[src/rtl/mem_arbiter_if.sv]
// Bus bundle between the icache/dcache requesters, the arbiter and the memory port.
// The slave modport is the arbiter's view; master is the environment driving it.
interface mem_arbiter_if;
    logic        icache_REN;
    logic [31:0] icache_addr;
    logic        icache_ready;
    logic [31:0] icache_load;

    logic        dcache_REN;
    logic        dcache_WEN;
    logic [31:0] dcache_addr;
    logic [31:0] dcache_store;
    logic        dcache_ready;
    logic [31:0] dcache_load;

    logic        mem_REN;
    logic        mem_WEN;
    logic [31:0] mem_addr;
    logic [31:0] mem_store;
    logic [31:0] mem_load;
    logic        mem_ready;

    logic        arb_busy;

    modport slave (
        input  icache_REN, icache_addr,
        output icache_ready, icache_load,
        input  dcache_REN, dcache_WEN, dcache_addr, dcache_store,
        output dcache_ready, dcache_load,
        output mem_REN, mem_WEN, mem_addr, mem_store,
        input  mem_load, mem_ready,
        output arb_busy
    );

    modport master (
        output icache_REN, icache_addr,
        input  icache_ready, icache_load,
        output dcache_REN, dcache_WEN, dcache_addr, dcache_store,
        input  dcache_ready, dcache_load,
        input  mem_REN, mem_WEN, mem_addr, mem_store,
        output mem_load, mem_ready,
        input  arb_busy
    );
endinterface

[src/rtl/mem_arbiter.sv]
// Two-requester memory arbiter: dcache has priority, icache is forced through after
// STARVE_LIMIT consecutive dcache grants made while it was waiting.
module mem_arbiter #(
    parameter int STARVE_LIMIT = 4
) (
    input  logic          CLK,
    input  logic          nRST,
    mem_arbiter_if.slave  bus
);

    localparam int              CNT_W   = $clog2(STARVE_LIMIT + 1);
    localparam logic [CNT_W-1:0] CNT_MAX = CNT_W'(STARVE_LIMIT);
    localparam logic [CNT_W-1:0] CNT_ONE = CNT_W'(1);

    typedef enum logic [1:0] {
        IDLE    = 2'b00,
        SERVE_I = 2'b01,
        SERVE_D = 2'b10
    } state_t;

    state_t            r_state;
    state_t            w_state_nxt;
    logic [CNT_W-1:0]  r_starve_cnt;
    logic [CNT_W-1:0]  w_starve_nxt;
    logic [31:0]       r_addr;
    logic [31:0]       w_addr_nxt;
    logic [31:0]       r_store;
    logic [31:0]       w_store_nxt;
    logic              r_ren;
    logic              w_ren_nxt;
    logic              r_wen;
    logic              w_wen_nxt;
    logic              w_d_req;
    logic              w_grant_i;
    logic              w_grant_d;

    assign w_d_req = bus.dcache_REN | bus.dcache_WEN;

    // Next-state, grant decision and transaction latch contents
    always_comb begin
        w_state_nxt = r_state;
        w_addr_nxt  = r_addr;
        w_store_nxt = r_store;
        w_ren_nxt   = r_ren;
        w_wen_nxt   = r_wen;
        w_grant_i   = 1'b0;
        w_grant_d   = 1'b0;
        case (r_state)
            IDLE: begin
                if (w_d_req && (!bus.icache_REN || (r_starve_cnt != CNT_MAX))) begin
                    w_grant_d   = 1'b1;
                    w_state_nxt = SERVE_D;
                    w_addr_nxt  = bus.dcache_addr;
                    w_store_nxt = bus.dcache_store;
                    // REN+WEN together is a write
                    w_wen_nxt   = bus.dcache_WEN;
                    w_ren_nxt   = ~bus.dcache_WEN;
                end else if (bus.icache_REN) begin
                    w_grant_i   = 1'b1;
                    w_state_nxt = SERVE_I;
                    w_addr_nxt  = bus.icache_addr;
                    w_store_nxt = 32'h0000_0000;
                    w_wen_nxt   = 1'b0;
                    w_ren_nxt   = 1'b1;
                end else begin
                    w_state_nxt = IDLE;
                end
            end
            SERVE_I, SERVE_D: begin
                if (bus.mem_ready) begin
                    w_state_nxt = IDLE;
                    w_addr_nxt  = 32'h0000_0000;
                    w_store_nxt = 32'h0000_0000;
                    w_ren_nxt   = 1'b0;
                    w_wen_nxt   = 1'b0;
                end else begin
                    w_state_nxt = r_state;
                end
            end
            default: begin
                w_state_nxt = IDLE;
                w_addr_nxt  = 32'h0000_0000;
                w_store_nxt = 32'h0000_0000;
                w_ren_nxt   = 1'b0;
                w_wen_nxt   = 1'b0;
            end
        endcase
    end

    // Starvation counter: counts dcache wins over a waiting icache, saturating
    always_comb begin
        w_starve_nxt = r_starve_cnt;
        if (w_grant_i) begin
            w_starve_nxt = '0;
        end else if (w_grant_d && bus.icache_REN && (r_starve_cnt != CNT_MAX)) begin
            w_starve_nxt = r_starve_cnt + CNT_ONE;
        end else begin
            w_starve_nxt = r_starve_cnt;
        end
    end

    // State, counter and latched transaction registers
    always_ff @(posedge CLK or negedge nRST) begin
        if (!nRST) begin
            r_state      <= IDLE;
            r_starve_cnt <= '0;
            r_addr       <= 32'h0000_0000;
            r_store      <= 32'h0000_0000;
            r_ren        <= 1'b0;
            r_wen        <= 1'b0;
        end else begin
            r_state      <= w_state_nxt;
            r_starve_cnt <= w_starve_nxt;
            r_addr       <= w_addr_nxt;
            r_store      <= w_store_nxt;
            r_ren        <= w_ren_nxt;
            r_wen        <= w_wen_nxt;
        end
    end

    // Memory side only ever sees the latched copy, so it stays stable per transaction
    assign bus.mem_REN   = r_ren;
    assign bus.mem_WEN   = r_wen;
    assign bus.mem_addr  = r_addr;
    assign bus.mem_store = r_store;

    assign bus.icache_ready = bus.mem_ready & (r_state == SERVE_I);
    assign bus.dcache_ready = bus.mem_ready & (r_state == SERVE_D);
    assign bus.icache_load  = (r_state == SERVE_I) ? bus.mem_load : 32'h0000_0000;
    assign bus.dcache_load  = (r_state == SERVE_D) ? bus.mem_load : 32'h0000_0000;
    assign bus.arb_busy     = (r_state != IDLE);

endmodule
[src/flat_wrapper.sv]
// flat-port wrapper written by rule: the top's interface ports become plain ports
module mem_arbiter_flat 
#(
    parameter int STARVE_LIMIT = 4
)
  (CLK, nRST, bus_icache_REN, bus_icache_addr, bus_icache_ready, bus_icache_load, bus_dcache_REN, bus_dcache_WEN, bus_dcache_addr, bus_dcache_store, bus_dcache_ready, bus_dcache_load, bus_mem_REN, bus_mem_WEN, bus_mem_addr, bus_mem_store, bus_mem_load, bus_mem_ready, bus_arb_busy);
  mem_arbiter_if bus_i ();
  input  logic CLK;
  input  logic nRST;
  input wire logic [$bits(bus_i.icache_REN)-1:0] bus_icache_REN;
  input wire logic [$bits(bus_i.icache_addr)-1:0] bus_icache_addr;
  output wire logic [$bits(bus_i.icache_ready)-1:0] bus_icache_ready;
  output wire logic [$bits(bus_i.icache_load)-1:0] bus_icache_load;
  input wire logic [$bits(bus_i.dcache_REN)-1:0] bus_dcache_REN;
  input wire logic [$bits(bus_i.dcache_WEN)-1:0] bus_dcache_WEN;
  input wire logic [$bits(bus_i.dcache_addr)-1:0] bus_dcache_addr;
  input wire logic [$bits(bus_i.dcache_store)-1:0] bus_dcache_store;
  output wire logic [$bits(bus_i.dcache_ready)-1:0] bus_dcache_ready;
  output wire logic [$bits(bus_i.dcache_load)-1:0] bus_dcache_load;
  output wire logic [$bits(bus_i.mem_REN)-1:0] bus_mem_REN;
  output wire logic [$bits(bus_i.mem_WEN)-1:0] bus_mem_WEN;
  output wire logic [$bits(bus_i.mem_addr)-1:0] bus_mem_addr;
  output wire logic [$bits(bus_i.mem_store)-1:0] bus_mem_store;
  input wire logic [$bits(bus_i.mem_load)-1:0] bus_mem_load;
  input wire logic [$bits(bus_i.mem_ready)-1:0] bus_mem_ready;
  output wire logic [$bits(bus_i.arb_busy)-1:0] bus_arb_busy;
  assign bus_i.icache_REN = bus_icache_REN;
  assign bus_i.icache_addr = bus_icache_addr;
  assign bus_icache_ready = bus_i.icache_ready;
  assign bus_icache_load = bus_i.icache_load;
  assign bus_i.dcache_REN = bus_dcache_REN;
  assign bus_i.dcache_WEN = bus_dcache_WEN;
  assign bus_i.dcache_addr = bus_dcache_addr;
  assign bus_i.dcache_store = bus_dcache_store;
  assign bus_dcache_ready = bus_i.dcache_ready;
  assign bus_dcache_load = bus_i.dcache_load;
  assign bus_mem_REN = bus_i.mem_REN;
  assign bus_mem_WEN = bus_i.mem_WEN;
  assign bus_mem_addr = bus_i.mem_addr;
  assign bus_mem_store = bus_i.mem_store;
  assign bus_i.mem_load = bus_mem_load;
  assign bus_i.mem_ready = bus_mem_ready;
  assign bus_arb_busy = bus_i.arb_busy;
  mem_arbiter #(.STARVE_LIMIT(STARVE_LIMIT)) u_core (.CLK(CLK), .nRST(nRST), .bus(bus_i));
endmodule
[config.mk]
export PLATFORM = sky130hd
export DESIGN_NAME = mem_arbiter_flat
export DESIGN_NICKNAME = d
export VERILOG_FILES = /design/src/rtl/mem_arbiter_if.sv /design/src/rtl/mem_arbiter.sv /design/src/flat_wrapper.sv
export SDC_FILE = /design/constraint.sdc
export NUM_CORES = 1
export LEC_CHECK = 0
export BUFFER_PORTS_ARGS = -buffer_cell sky130_fd_sc_hd__buf_2
export CORE_ASPECT_RATIO = 1.2
export CORE_MARGIN = 8
export CORE_UTILIZATION = 45
export DETAILED_ROUTE_END_ITERATION = 6
export PLACE_DENSITY = 0.86
export SLEW_MARGIN = 20
export SYNTH_ARGS = -nofsm -noshare
export SYNTH_HDL_FRONTEND = slang
export SYNTH_SLANG_ARGS = --single-unit
export TNS_END_PERCENT = 10
[constraint.sdc]
create_clock -name CLK -period 2.68 [get_ports CLK]
set_input_delay 0.268 -clock CLK [delete_from_list [all_inputs] [get_ports CLK]]
set_output_delay 0.268 -clock CLK [all_outputs]
set_load 0.01 [all_outputs]
==> results of run 1 <==
## worst max-delay path, stage by stage, from the launching register on
cell	delay, ns
sky130_fd_sc_hd__dfrtp_1	0.41
sky130_fd_sc_hd__inv_1	0.09
sky130_fd_sc_hd__ha_1	0.75
sky130_fd_sc_hd__and2_1	0.28
sky130_fd_sc_hd__buf_2	0.15
## how the worst max path moves through the flow
stage / cells past startpoint / endpoint / startpoint / slack, ns
floorplan: 7 / u_core.bus.mem_store[22] / u_core.r_state[0] / 0.87
detailed placement: 6 / u_core.bus.mem_addr[14] / u_core.r_state[0] / 0.52
global route: 4 / bus_icache_load[24] / u_core.r_state[1] / 0.29
CTS: 4 / bus_dcache_load[31] / u_core.r_state[0] / 0.39
finish: 4 / bus_dcache_load[31] / u_core.r_state[0] / 0.40
global placement: 6 / u_core.bus.mem_addr[9] / u_core.r_state[0] / 0.61
## final cells by class
type | instances | area (um^2) | share of cell area
clock inverter | 7 | 128 | 0.0232
multi-input combinational | 256 | 1880 | 0.341
timing repair buffer | 279 | 1430 | 0.260
inverter | 5 | 18.8 | 0.00341
sequential | 71 | 1780 | 0.323
clock buffer | 9 | 124 | 0.0225
antenna | 1 | 2.50 | 0.000455
tap | 117 | 146 | 0.0266
## power by group through the flow
stage          clock network, mW  logic (mW)  registers (mW)
2_1_floorplan                  0        1.52            2.06
3_3_place_gp                   0        2.77            1.87
3_5_place_dp                   0        2.88            1.87
4_1_cts                     1.08        2.88            1.86
5_1_grt                     1.13        3.11            1.93
6_report                    1.06        2.86            1.87
## cell families (layout without fill, tap and decap cells)
logic type | Yosys count | after routing | share of synthesized area
muxes | 1 | 1 | 0.00292
and+or+nand+nor | 176 | 176 | 0.286
AOI/OAI and AO/OA | 74 | 74 | 0.175
buffers and inverters | 48 | 300 | 0.0597
other | 0 | 1 | 0
DFF | 71 | 71 | 0.461
adders and majority gates | 5 | 5 | 0.0162
## metrics by stage
step / hold WS, ns / util / instance area, um^2
floorplan: -0.0276 / - / 3860
global placement: 0.316 / 0.619 / 5240
detailed placement: 0.327 / 0.619 / 5240
CTS: 0.118 / 0.650 / 5500
global route: 0.117 / 0.650 / 5510
finish: 0.138 / 0.650 / 5510
## what timing repair did
item                                    in CTS  in global routing
hold buffers                                 1                  0
hold endpoints to repair                    27                  0
endpoints found under the setup margin       0                  0
## state kept, by name (all words and copies together) (netlist names)
signal	flops
u_core.r_state	2
u_core.bus.mem_WEN	1
u_core.bus.mem_REN	1
u_core.bus.mem_addr	32
u_core.bus.mem_store	32
u_core.r_starve_cnt	3
## metal layers
metal / vias up / global-route usage / share of wire
met5: - / 0 / 0
met4: 0 / 0.0739 / 0.020
met3: 24 / 0.0657 / 0.076
met2: 223 / 0.380 / 0.50
met1: 1927 / 0.292 / 0.40
li1: 1911 / - / -
## layout by cell type, fill, tap and decap left out, types with 2 or more instances in the layout
master / count
sky130_fd_sc_hd__a21o_1: 3
sky130_fd_sc_hd__a221o_1: 32
sky130_fd_sc_hd__a22o_1: 33
sky130_fd_sc_hd__and2_1: 66
sky130_fd_sc_hd__and4_1: 32
sky130_fd_sc_hd__buf_2: 266
sky130_fd_sc_hd__buf_4: 12
sky130_fd_sc_hd__bufinv_16: 3
sky130_fd_sc_hd__clkbuf_8: 9
sky130_fd_sc_hd__clkinv_4: 2
sky130_fd_sc_hd__dfrtp_1: 71
sky130_fd_sc_hd__ha_1: 4
sky130_fd_sc_hd__inv_1: 5
sky130_fd_sc_hd__nand2_1: 34
sky130_fd_sc_hd__nand3_1: 2
sky130_fd_sc_hd__nor4_1: 33
==> reports/summary.md, run 1 <==
The logs give 3.09 nW for the reported leakage power and 0.455 for the initial standard-cell utilization of the core. In this run the tool buffered the top-level ports with 266 buffer cells. Among all flip-flop cells after synthesis, the most frequent one is sky130_fd_sc_hd__dfrtp_1.

For the clock sink count, the log shows 71. Setup repair after global routing left no endpoint under its margin. For the worst setup path, the data arrival time is 2.02 ns. The region available for standard cell placement spans 8470 um^2.

The final max-slew violation count is 0, and the count of filler cells inserted in the layout is 720. A synthesized cell averages 10.3 um^2. The total global-route track usage came out at 0.234.

The startpoint identified for the worst hold timing path is bus_dcache_store[5]. In this run the worst path has a maximum fanout of 33. Derived from the worst setup path, the maximum achievable clock frequency is 0.438 GHz. The share of total power consumed by net switching is 0.407. The setup TNS is 0 ns. The min-delay analysis places its worst path in the category primary input to register.

By instance count, the leading cell after synthesis is sky130_fd_sc_hd__dfrtp_1. After layout, the worst setup slack is 0.396 ns. After detailed routing, the average wire length per cell comes to 19.1 um. After clock tree synthesis, the clock-pin slew on the worst setup and hold paths is 0.08 ns. The logs give 0.853 for the placer's final routability congestion estimate and 5.79 mW for the total power. TritonCTS built the clock tree. At the pin with the least slew margin, the transition time is 1.03 ns. Leaving out filler cells and counting taps, the final layout contains 745. The warning count from the yosys run came out at 0. The global-route wire length before repair was 22400 um. For this design the total switching power over the nets is 2.36 mW.

The cell depth of the worst min-delay path is 2, and the area of the die is 11800 um^2. For the worst setup path, the data required time is 2.41 ns. Counting I/O delays and the setup requirement, the final critical path takes 2.28 ns. The floorplan has 37 rows. The logs give 4170 for the number of global-route vias before repair and 31 for the number of unique standard cell types used by synthesis. The run gives 10800 um as the placed wire-length estimate after detailed placement.

Number of hold violations in the final report: 0. The worst hold path terminates at u_core.bus.mem_store[5]. After detailed routing, the total wire length is 14300 um. The longest clock path from root to sink contains 2 buffers.

STA classifies the critical path startpoint as a register. The number of ports placed on the die boundary is 267, and the reported max-cap violation count is 0. In the synthesized netlist, the number of instances is 375. Area share of the leading cell type in the synthesized netlist: 0.461.

Worst reg2reg path endpoint: u_core.bus.mem_addr[14]. The share of synthesized registers carrying an async set or reset is 1.00, and the maximum vdd drop is 0.565 mV. Dividing the detail-routed via count by the number of cells gives 5.48. The total number of H-tree levels is 3, and the post-cts gate resize count is 0.

The worst setup path is captured at a primary output. Entering global routing, the biggest net connects 47 pins. At the later pin of the worst-skew pair, clock insertion delay measures 0.34 ns. By area the synthesized netlist is led by sky130_fd_sc_hd__dfrtp_1 (46%), sky130_fd_sc_hd__and2_1 (11%), sky130_fd_sc_hd__a221o_1 (8.3%).

For the final database, setup skew stands at 0.0106 ns. The worst register-to-register path has a setup slack of 0.44 ns. Combinational group share of total power: 0.494. Of all cell types, the one taking the most synthesized area is sky130_fd_sc_hd__dfrtp_1.

The share of total power in the clock network is 0.183, and the pre-CTS setup slack is 0.523 ns. In this run, synthesis produced a sequential element count of 71. The number of clock buffers added by TritonCTS is 9.

The internal portion of total power is 3.43 mW. The detailed router finished its first iteration with 352 violations. The run gives 5 as the number of optimization iterations in the first detailed-route pass. The synthesized netlist occupies a cell area of 3860 um^2. The power per cell area is 1050 nW/um^2. The setup path with the least slack is of type register to primary output. The post-synthesis sequential area ratio is 0.461, and the fraction of final layout cells with drive strength greater than 1 is 0.483. Once the clock tree was built, the setup fixing pass inserted 0 buffers. The portion of the clock cycle consumed by the worst path in the final layout was 0.852; the sequential power share was 0.323. The flow ran to the end, and the final reports show no timing, DRC or antenna violations. After the last flow step, the layout net total stands at 761. The tools report the synthesized netlist net count as 514.

From bottom edge to top edge, the die measures 117 um. The count of flip-flops with a built-in enable after synthesis was 0. Summed over all layers, the global routing overflow is 0. The run gives 0.312 as the remaining max-slew budget at the tightest pin.

The source of the worst register-to-register timing path was u_core.r_state[1]. Setup violations remaining at the end of the flow were counted as 0. The final route contains 4085 vias. For this run, design rule violations remaining after detail routing come to 0. The worst register-to-register path has a depth of 6. The die width is 101 um. Relative to the synthesized area, the layout overhead comes to 42.7%.

The tools report the clock root buffer as sky130_fd_sc_hd__clkbuf_8. Ranked by instance count, the synthesized netlist is headed by sky130_fd_sc_hd__dfrtp_1 (71), sky130_fd_sc_hd__and2_1 (66), sky130_fd_sc_hd__nand2_1 (34). Initial antenna violation count: 1. Once placement completed, the tool counted placed cells totaling 727. The detail route stage leaves a number of antenna-violating nets equal to 0.
(Power assumes the default switching activity.)
==> inputs of run 2 (changes only) <==
--- a/config.mk
+++ b/config.mk
@@ -5,12 +5,12 @@
 export SDC_FILE = /design/constraint.sdc
 export NUM_CORES = 1
 export LEC_CHECK = 0
-export BUFFER_PORTS_ARGS = -buffer_cell sky130_fd_sc_hd__buf_2
+export ABC_AREA = 1
 export CORE_ASPECT_RATIO = 1.2
 export CORE_MARGIN = 8
-export CORE_UTILIZATION = 45
+export CORE_UTILIZATION = 50
 export DETAILED_ROUTE_END_ITERATION = 6
-export PLACE_DENSITY = 0.86
+export DONT_BUFFER_PORTS = 1
 export SLEW_MARGIN = 20
 export SYNTH_ARGS = -nofsm -noshare
 export SYNTH_HDL_FRONTEND = slang
==> run 2 against run 1 <==
Against the previous run: clock skew about the same; critical endpoint is now u_core.bus.mem_addr[0]; critical path depth up 5; largest power group is now registers; global-route usage down 3.2 points; critical path type is now register to register; core utilization down 11 points.
==> reports/summary.md, run 2 <==
The run finished with clean final reports. The count of filler cells inserted in the layout came out at 789 (was 720). The tools report the warning count from the yosys run as 0 (unchanged). The mean area per synthesized cell was 6.81 um^2 (was 10.3 um^2); the sequential power share was 0.474 (was 0.323). The tools report the setup slack of the worst register-to-register path as 0.69 ns (was 0.44 ns). The netlist area before placement was 3900 um^2 (was 3860 um^2). Largest cells by area after synthesis: sky130_fd_sc_hd__dfrtp_1 (46%), sky130_fd_sc_hd__nand2_1 (29%), sky130_fd_sc_hd__nand3_1 (8.7%) (was sky130_fd_sc_hd__dfrtp_1 (46%), sky130_fd_sc_hd__and2_1 (11%), sky130_fd_sc_hd__a221o_1 (8.3%)). The logs give 0.491 (was 0.312) for the remaining max-slew budget at the tightest pin and 0 (unchanged) for the antenna violation net count after detailed routing. The final critical path time including I/O delays and setup was 1.99 ns (was 2.28 ns). The area share of the leading cell type in the synthesized netlist was 0.456 (was 0.461). Internal portion of total power: 2.38 mW (was 3.43 mW). The initial DRC count is 138 (was 352), and the final max-slew violation count is 0 (unchanged).

The CTS buffer count is 9 (unchanged), and the slew at the pin with the worst max-slew slack is 0.761 ns (was 1.03 ns). Area overhead of the layout relative to synthesis: 5.01% (was 42.7%). The via density per instance works out to 5.10 (was 5.48). For the number of optimization iterations in the first detailed-route pass, the log shows 4 (was 5). The synthesis-stage register bit count works out to 71 (unchanged).

Startpoint type of the worst setup path: a register (unchanged). The footprint of the multi-input gates came out at 1640 um^2 (was 1880 um^2). The count of buffers inserted at the top-level ports was 0 (was 266). The tools report the instance area after placement as 3870 um^2 (was 5240 um^2). Met3 demand-to-capacity share in global routing: 0.0788 (was 0.0657).

Library cell occupying the most area in the post-synthesis netlist: sky130_fd_sc_hd__dfrtp_1 (unchanged). The logs give 0.34 ns (about the same) for the later-pin clock latency in the skew report and 2.31 mW (was 2.36 mW) for the net switching component of the power. TritonCTS built the clock tree. The maximum number of pins on one net before global-route repair was 72 (was 47); the final net count was 697 (was 761). The maximum fanout count along the critical path is 67 (was 33). The final setup violation count was 0 (unchanged).

For the data arrival time of the critical path, the log shows 2.28 ns (was 2.02 ns). The count of flip-flops with a built-in enable after synthesis came out at 0 (unchanged). The tools report the total inserted antenna cells as 0 (was 1). The combined flip-flop and latch cell area came out at 1780 um^2 (unchanged). The setup fix buffers added after clock tree synthesis is 0 (unchanged), and the share of total power in the clock network is 0.170 (was 0.183).

The run gives 11600 um (was 14300 um) as the total length of routed wires. The run gives 267 (unchanged) as the number of ports placed on the die boundary. The run gives 0.456 (was 0.461) as the post-synthesis sequential area ratio. For the synthesized instance count, the log shows 572 (was 375). Most frequent cells after synthesis: sky130_fd_sc_hd__nand2_1 (302), sky130_fd_sc_hd__inv_1 (76), sky130_fd_sc_hd__dfrtp_1 (71) (was sky130_fd_sc_hd__dfrtp_1 (71), sky130_fd_sc_hd__and2_1 (66), sky130_fd_sc_hd__nand2_1 (34)). The overall via count from detail_route came out at 3343 (was 4085).

The share of synthesized registers carrying an async set or reset was 1.00 (unchanged). The fraction of the core area covered by cells at the end of the flow was 0.537 (was 0.650). The worst setup skew after layout is 0.0108 ns (was 0.0106 ns). The tools report the initial standard-cell utilization of the core as 0.511 (was 0.455). The total global-route track usage came out at 0.203 (was 0.234).

The run gives 0 (unchanged) as the detailed-route DRC error count. The area of the die was 10900 um^2 (was 11800 um^2); the number of unique standard cell types used by synthesis was 19 (was 31). Maximum vdd drop: 0.643 mV (was 0.565 mV).

The number of global-route vias before repair is 3269 (was 4170), and the fraction of final layout cells with drive strength greater than 1 is 0.0551 (was 0.483). The highest achievable clock rate is 0.502 GHz (was 0.438 GHz). The met1 track utilization from global routing was 0.248 (was 0.292). Most frequent cells in the layout: sky130_fd_sc_hd__nand2_1 (302), sky130_fd_sc_hd__inv_1 (76), sky130_fd_sc_hd__dfrtp_1 (71) (was sky130_fd_sc_hd__buf_2 (266), sky130_fd_sc_hd__dfrtp_1 (71), sky130_fd_sc_hd__and2_1 (66)). The clock root buffer is sky130_fd_sc_hd__clkbuf_8 (unchanged).

The critical path class is register to register (was register to primary output). The tools report the reported leakage power as 2.71 nW (was 3.09 nW). The logs give 0 (was 1) for the initial antenna violation count and 35 (was 37) for the number of placement rows. The tools report the data required time at the worst endpoint as 2.97 ns (was 2.41 ns). The total number of H-tree levels is 3 (unchanged). The synthesized netlist net count is 711 (was 514).

The final global-route overflow total is 0 (unchanged), and the clock-pin slew reported for the worst setup and hold paths after clock tree synthesis is 0.09 ns (was 0.08 ns). The portion of the clock cycle consumed by the worst path in the final layout came out at 0.744 (was 0.852). The routed wire length per instance is 17.7 um (was 19.1 um).

The die width was 96.6 um (was 101 um); the worst hold-check slack was 0.0459 ns (was 0.138 ns). The leading cell type in the layout, fill and taps excluded was sky130_fd_sc_hd__nand2_1 (was sky130_fd_sc_hd__buf_2). The most frequently used flop master after synthesis is sky130_fd_sc_hd__dfrtp_1 (unchanged). The height of the chip was 113 um (was 117 um); the power per cell area was 1150 nW/um^2 (was 1050 nW/um^2). The tools report the reported max-cap violation count as 0 (unchanged). The endpoint kind of the worst setup timing path was a register (was a primary output). The final design instance area without fill was 4090 um^2 (was 5510 um^2); the global-route wire length before repair was 17300 um (was 22400 um). The setup TNS was 0 ns (unchanged); the placed wire-length estimate after detailed placement was 8780 um (was 10800 um).

The total power is 4.69 mW (was 5.79 mW). The placer's final routability congestion estimate was 0.785 (was 0.853). Most numerous cell in the Yosys netlist: sky130_fd_sc_hd__nand2_1 (was sky130_fd_sc_hd__dfrtp_1). The area of the core was 7620 um^2 (was 8470 um^2); the deepest clock path buffer count was 2 (unchanged). Peak-usage layer in the global routing report: met2 (unchanged). The met2 capacity usage during global routing was 0.321 (was 0.380). Setup repair after global routing left no endpoint under its margin. The run gives 71 (unchanged) as the clock sink count. Combinational group share of total power: 0.355 (was 0.494).

The share of total power consumed by net switching works out to 0.492 (was 0.407). The type of the worst min-delay path is primary input to register (unchanged). The number of hold violations in the final report was 0 (unchanged).
## run 2: power by group through the flow
stage	combinational, mW	sequential [mW]	clock [mW]
finish	1.67	2.22	0.799
global route	1.93	2.30	0.874
CTS	1.70	2.25	0.830
detailed placement	1.68	2.26	0
global placement	1.63	2.26	0
floorplan	1.46	2.09	0
## run 2: path summary, 6_finish.rpt
| kind | startpoint | to | cells past startpoint |
|---|---|---|---|
| setup / recovery | u_core.r_state[0] | u_core.bus.mem_addr[0] | 9 |
| hold / removal | bus_dcache_store[6] | u_core.bus.mem_store[6] | 2 |
| setup reg to reg | u_core.r_state[0] | u_core.bus.mem_addr[0] | 9 |
| hold reg to reg | u_core.r_starve_cnt[0] | u_core.r_starve_cnt[0] | 2 |
| max in group asynchronous | nRST | u_core.bus.mem_store[25] | 2 |
| min in group asynchronous | nRST | u_core.bus.mem_store[7] | 2 |
## run 2: logic make-up (layout without fill, tap and decap cells)
group / Yosys count / in the layout / synth area share
adders and majority gates: 5 / 5 / 0.0161
buffers and inverters: 110 / 101 / 0.123
AOI/OAI and AO/OA: 5 / 5 / 0.00642
DFF: 71 / 71 / 0.456
and+or+nand+nor: 381 / 381 / 0.399
## run 2: final cells by class
cell class                      count  area share
Clock buffer                        9      0.0303
Clock inverter                      7      0.0156
Inverter                           77      0.0706
Multi-Input combinational cell    391       0.401
Sequential cell                    71       0.434
Tap cell                           92      0.0281
Timing Repair Buffer                8      0.0202
## run 2: what timing repair did
item,4_1_cts,5_1_grt
hold endpoints to repair,71,0
hold buffers,2,0
gates resized for setup,0,0
## run 2: per-stage QoR
stage,setup slack [ns],cells
after global routing,0.453,655
after global placement,0.749,637
after CTS,0.645,655
final,0.687,655
after detailed placement,0.681,637
after floorplan,1.21,572
## run 2: per-layer routing
layer  wire, um  vias up
li1           -     1668
met1       4570     1509
met2       5540      157
met3       1370        9
met4        128        0
met5          0        -
## run 2: critical path, cell delays in order, from the launching register on
cell and delay [ns]:
sky130_fd_sc_hd__dfrtp_1 0.40, sky130_fd_sc_hd__inv_1 0.09, sky130_fd_sc_hd__ha_1 0.25, sky130_fd_sc_hd__inv_2 0.13, sky130_fd_sc_hd__nor2_1 0.10, sky130_fd_sc_hd__nand2_1 0.06
sky130_fd_sc_hd__nand2_2 0.08, sky130_fd_sc_hd__buf_4 0.54, sky130_fd_sc_hd__nand2_1 0.14, sky130_fd_sc_hd__nand2_1 0.10
==> inputs of run 3 (changes only) <==
--- a/config.mk
+++ b/config.mk
@@ -11,6 +11,7 @@
 export CORE_UTILIZATION = 50
 export DETAILED_ROUTE_END_ITERATION = 6
 export DONT_BUFFER_PORTS = 1
+export PLACE_DENSITY = 0.68
 export SLEW_MARGIN = 20
 export SYNTH_ARGS = -nofsm -noshare
 export SYNTH_HDL_FRONTEND = slang
==> constraint.sdc (replaced) <==
create_clock -name CLK -period 1.7 [get_ports CLK]
set_input_delay 0.17 -clock CLK [delete_from_list [all_inputs] [get_ports CLK]]
set_output_delay 0.17 -clock CLK [all_outputs]
set_load 0.01 [all_outputs]
==> run 3 against run 2 <==
Against the previous run: the flow now finishes with violations (hold timing); sequential share of layout area fell by 4.6 points; die area did not move; clock-buffer cell count did not move; clock skew rose by 0.0041 ns; critical path type is now register to primary output; largest cell class unchanged; largest power group unchanged; highest routed layer unchanged.
==> reports/summary.md, run 3 (same netlist as run 2, synthesis figures left out) <==
The number of buffers and inverters on the critical path is 3 (unchanged). The run gives 0 (unchanged) as the detailed-route DRC error count. The logs give 267 (unchanged) for the number of ports placed on the die boundary and 0 (unchanged) for the setup fix buffers added after clock tree synthesis. The antenna violation net count after detailed routing was 0 (unchanged). Leading cell type in the layout, fill and taps excluded: sky130_fd_sc_hd__nand2_1 (unchanged). Critical-path cell list: inv_1, ha_1, buf_12, nand2_1, inv_2 (was inv_1, ha_1, inv_2, nor2_1, nand2_1, nand2_2, buf_4, nand2_1, nand2_1). The setup TNS is 0 ns (unchanged), and the maximum number of pins on one net before global-route repair is 72 (unchanged).

The critical path's largest stage delay is 0.40 ns (was 0.54 ns). The number of optimization iterations in the first detailed-route pass came out at 4 (unchanged). The overall via count from detail_route came out at 3663 (was 3343). Most frequent cells in the layout: sky130_fd_sc_hd__nand2_1 (302), sky130_fd_sc_hd__inv_1 (75), sky130_fd_sc_hd__dfrtp_1 (71) (was sky130_fd_sc_hd__nand2_1 (302), sky130_fd_sc_hd__inv_1 (76), sky130_fd_sc_hd__dfrtp_1 (71)). The total of hold buffers inserted after clock tree synthesis was 34 (was 2).

The portion of the clock cycle consumed by the worst path in the final layout is 0.925, and the final global-route overflow total is 0 (unchanged). Based on the critical path, the design can be clocked at up to 0.636 GHz. The data arrival time of the critical path was 1.40 ns (was 2.28 ns); the die width was 96.6 um (unchanged). Placer's final routability congestion estimate: 0.813 (was 0.785).

The number of cells in the design after placement is 641 (was 637), and the slew at the pin with the worst max-slew slack is 0.377 ns (was 0.761 ns). Total global-route track usage: 0.207 (was 0.203). The startpoint type of the worst setup path is a register (unchanged). The height of the chip came out at 113 um (unchanged).

The run gives 3509 (was 3269) as the number of global-route vias before repair. Clock-pin slew reported for the worst setup and hold paths after clock tree synthesis: 0.09 ns (about the same). For the total number of H-tree levels, the log shows 3 (unchanged). The routed design could run at a clock period as short as 1.57 ns. The final net count came out at 736 (was 697). The worst hold-check slack is -0.494 ns (was 0.0459 ns). The run gives 17800 um (was 17300 um) as the global-route wire length before repair.

Library cell contributing the largest single delay on the critical path: sky130_fd_sc_hd__dfrtp_1 (was sky130_fd_sc_hd__buf_4). Number of hold violations in the final report: 71 (was 0). The run gives 0.600 (was 0.537) as the fraction of the core area covered by cells at the end of the flow. The clock sink count was 71 (unchanged); the total length of routed wires was 12800 um (was 11600 um). Critical path class: register to primary output (was register to register). The data required time at the worst endpoint was 1.53 ns (was 2.97 ns); the placed wire-length estimate after detailed placement was 8920 um (was 8780 um). The count of filler cells inserted in the layout is 648 (was 789), and the final non-filler cell total is 696 (was 655). The area overhead of the layout relative to synthesis works out to 17.4% (was 5.01%). The reported max-cap violation count is 0 (unchanged), and the routed wire length per instance is 18.4 um (was 17.7 um). The run gives 8.02 mW (was 4.69 mW) as the total power.

The final design instance area without fill came out at 4580 um^2 (was 4090 um^2). The run gives 0.128 ns (was 0.687 ns) as the setup slack after layout. Setup repair after global routing could not meet its margin everywhere. The tools report the clock root buffer as sky130_fd_sc_hd__clkbuf_8 (unchanged). The instance area after placement came out at 3970 um^2 (was 3870 um^2). The remaining max-slew budget at the tightest pin is 0.749 (was 0.491), and the CTS buffer count is 9 (unchanged). The area of the core is 7620 um^2 (unchanged). The checks that failed: hold timing. Final setup violation count: 0 (unchanged).

The initial standard-cell utilization of the core was 0.511 (unchanged); the power per cell area was 1750 nW/um^2 (was 1150 nW/um^2). The initial DRC count is 231 (was 138). The count of buffers inserted at the top-level ports came out at 0 (unchanged). The type of the worst min-delay path is primary input to asynchronous set/reset pin (was primary input to register).

Area of the die: 10900 um^2 (unchanged). The later-pin clock latency in the skew report is 0.34 ns (about the same). The final max-slew violation count came out at 0 (unchanged). The via density per instance was 5.26 (was 5.10). Maximum vdd drop: 1.12 mV (was 0.643 mV).

For the deepest clock path buffer count, the log shows 2 (unchanged). The initial antenna violation count was 1 (was 0); the fraction of final layout cells with drive strength greater than 1 was 0.0648 (was 0.0551). The worst setup skew after layout came out at 0.0149 ns (was 0.0108 ns).

Endpoint kind of the worst setup timing path: a primary output (was a register). The run finished, with violations left. The pre-CTS setup slack is 0.125 ns (was 0.681 ns), and the reported leakage power is 2.90 nW (was 2.71 nW). The number of placement rows is 35 (unchanged). Cell class contributing the biggest share of worst-path delay: flip-flops (was buffers and inverters).

TritonCTS built the clock tree. The maximum fanout count along the critical path works out to 33 (was 67).
## run 3: per-layer routing
metal | track usage | wire length [um] | vias up
li1 | - | - | 1746
met2 | 0.365 | 6520 | 222
met4 | 0.0628 | 199 | 0
met3 | 0.0649 | 1380 | 19
met5 | 0 | 0 | -
met1 | 0.225 | 4670 | 1676
## run 3: repair_timing
action | in CTS | in global routing
gates resized for setup | 0 | 4
endpoints found under the setup margin | 0 | 66
hold endpoints to repair | 106 | 71
## run 3: final timing paths
kind | to | startpoint | depth (start not counted) | slack, ns
worst max-delay path | bus_dcache_load[19] | u_core.r_state[0] | 5 | 0.13
worst min-delay path | u_core.bus.mem_store[16] | nRST | 0 | -0.49
worst max register to register | u_core.bus.mem_addr[9] | u_core.r_state[0] | 10 | 0.16
worst min register to register | u_core.r_starve_cnt[1] | u_core.r_starve_cnt[1] | 2 | 0.53
max in group asynchronous | u_core.bus.mem_store[27] | nRST | 0 | 2.06
min in group CLK | u_core.bus.mem_REN | bus_dcache_WEN | 3 | 0.02
## run 3: area by class of cell
class	count	area [um^2]	share of cell area
inverter	77	292	0.0637
sequential	71	1780	0.388
antenna	2	5.00	0.00109
clock inverter	7	63.8	0.0139
timing repair buffer	47	552	0.121
clock buffer	9	124	0.0271
tap	92	115	0.0252
multi-input combinational	391	1650	0.360
## run 3: report_power, final
group,switching [mW],total (mW),internal [mW]
registers,1.09,3.57,2.49
logic,2.08,3.18,1.10
clock network,0.703,1.26,0.559
total,3.86,8.02,4.15
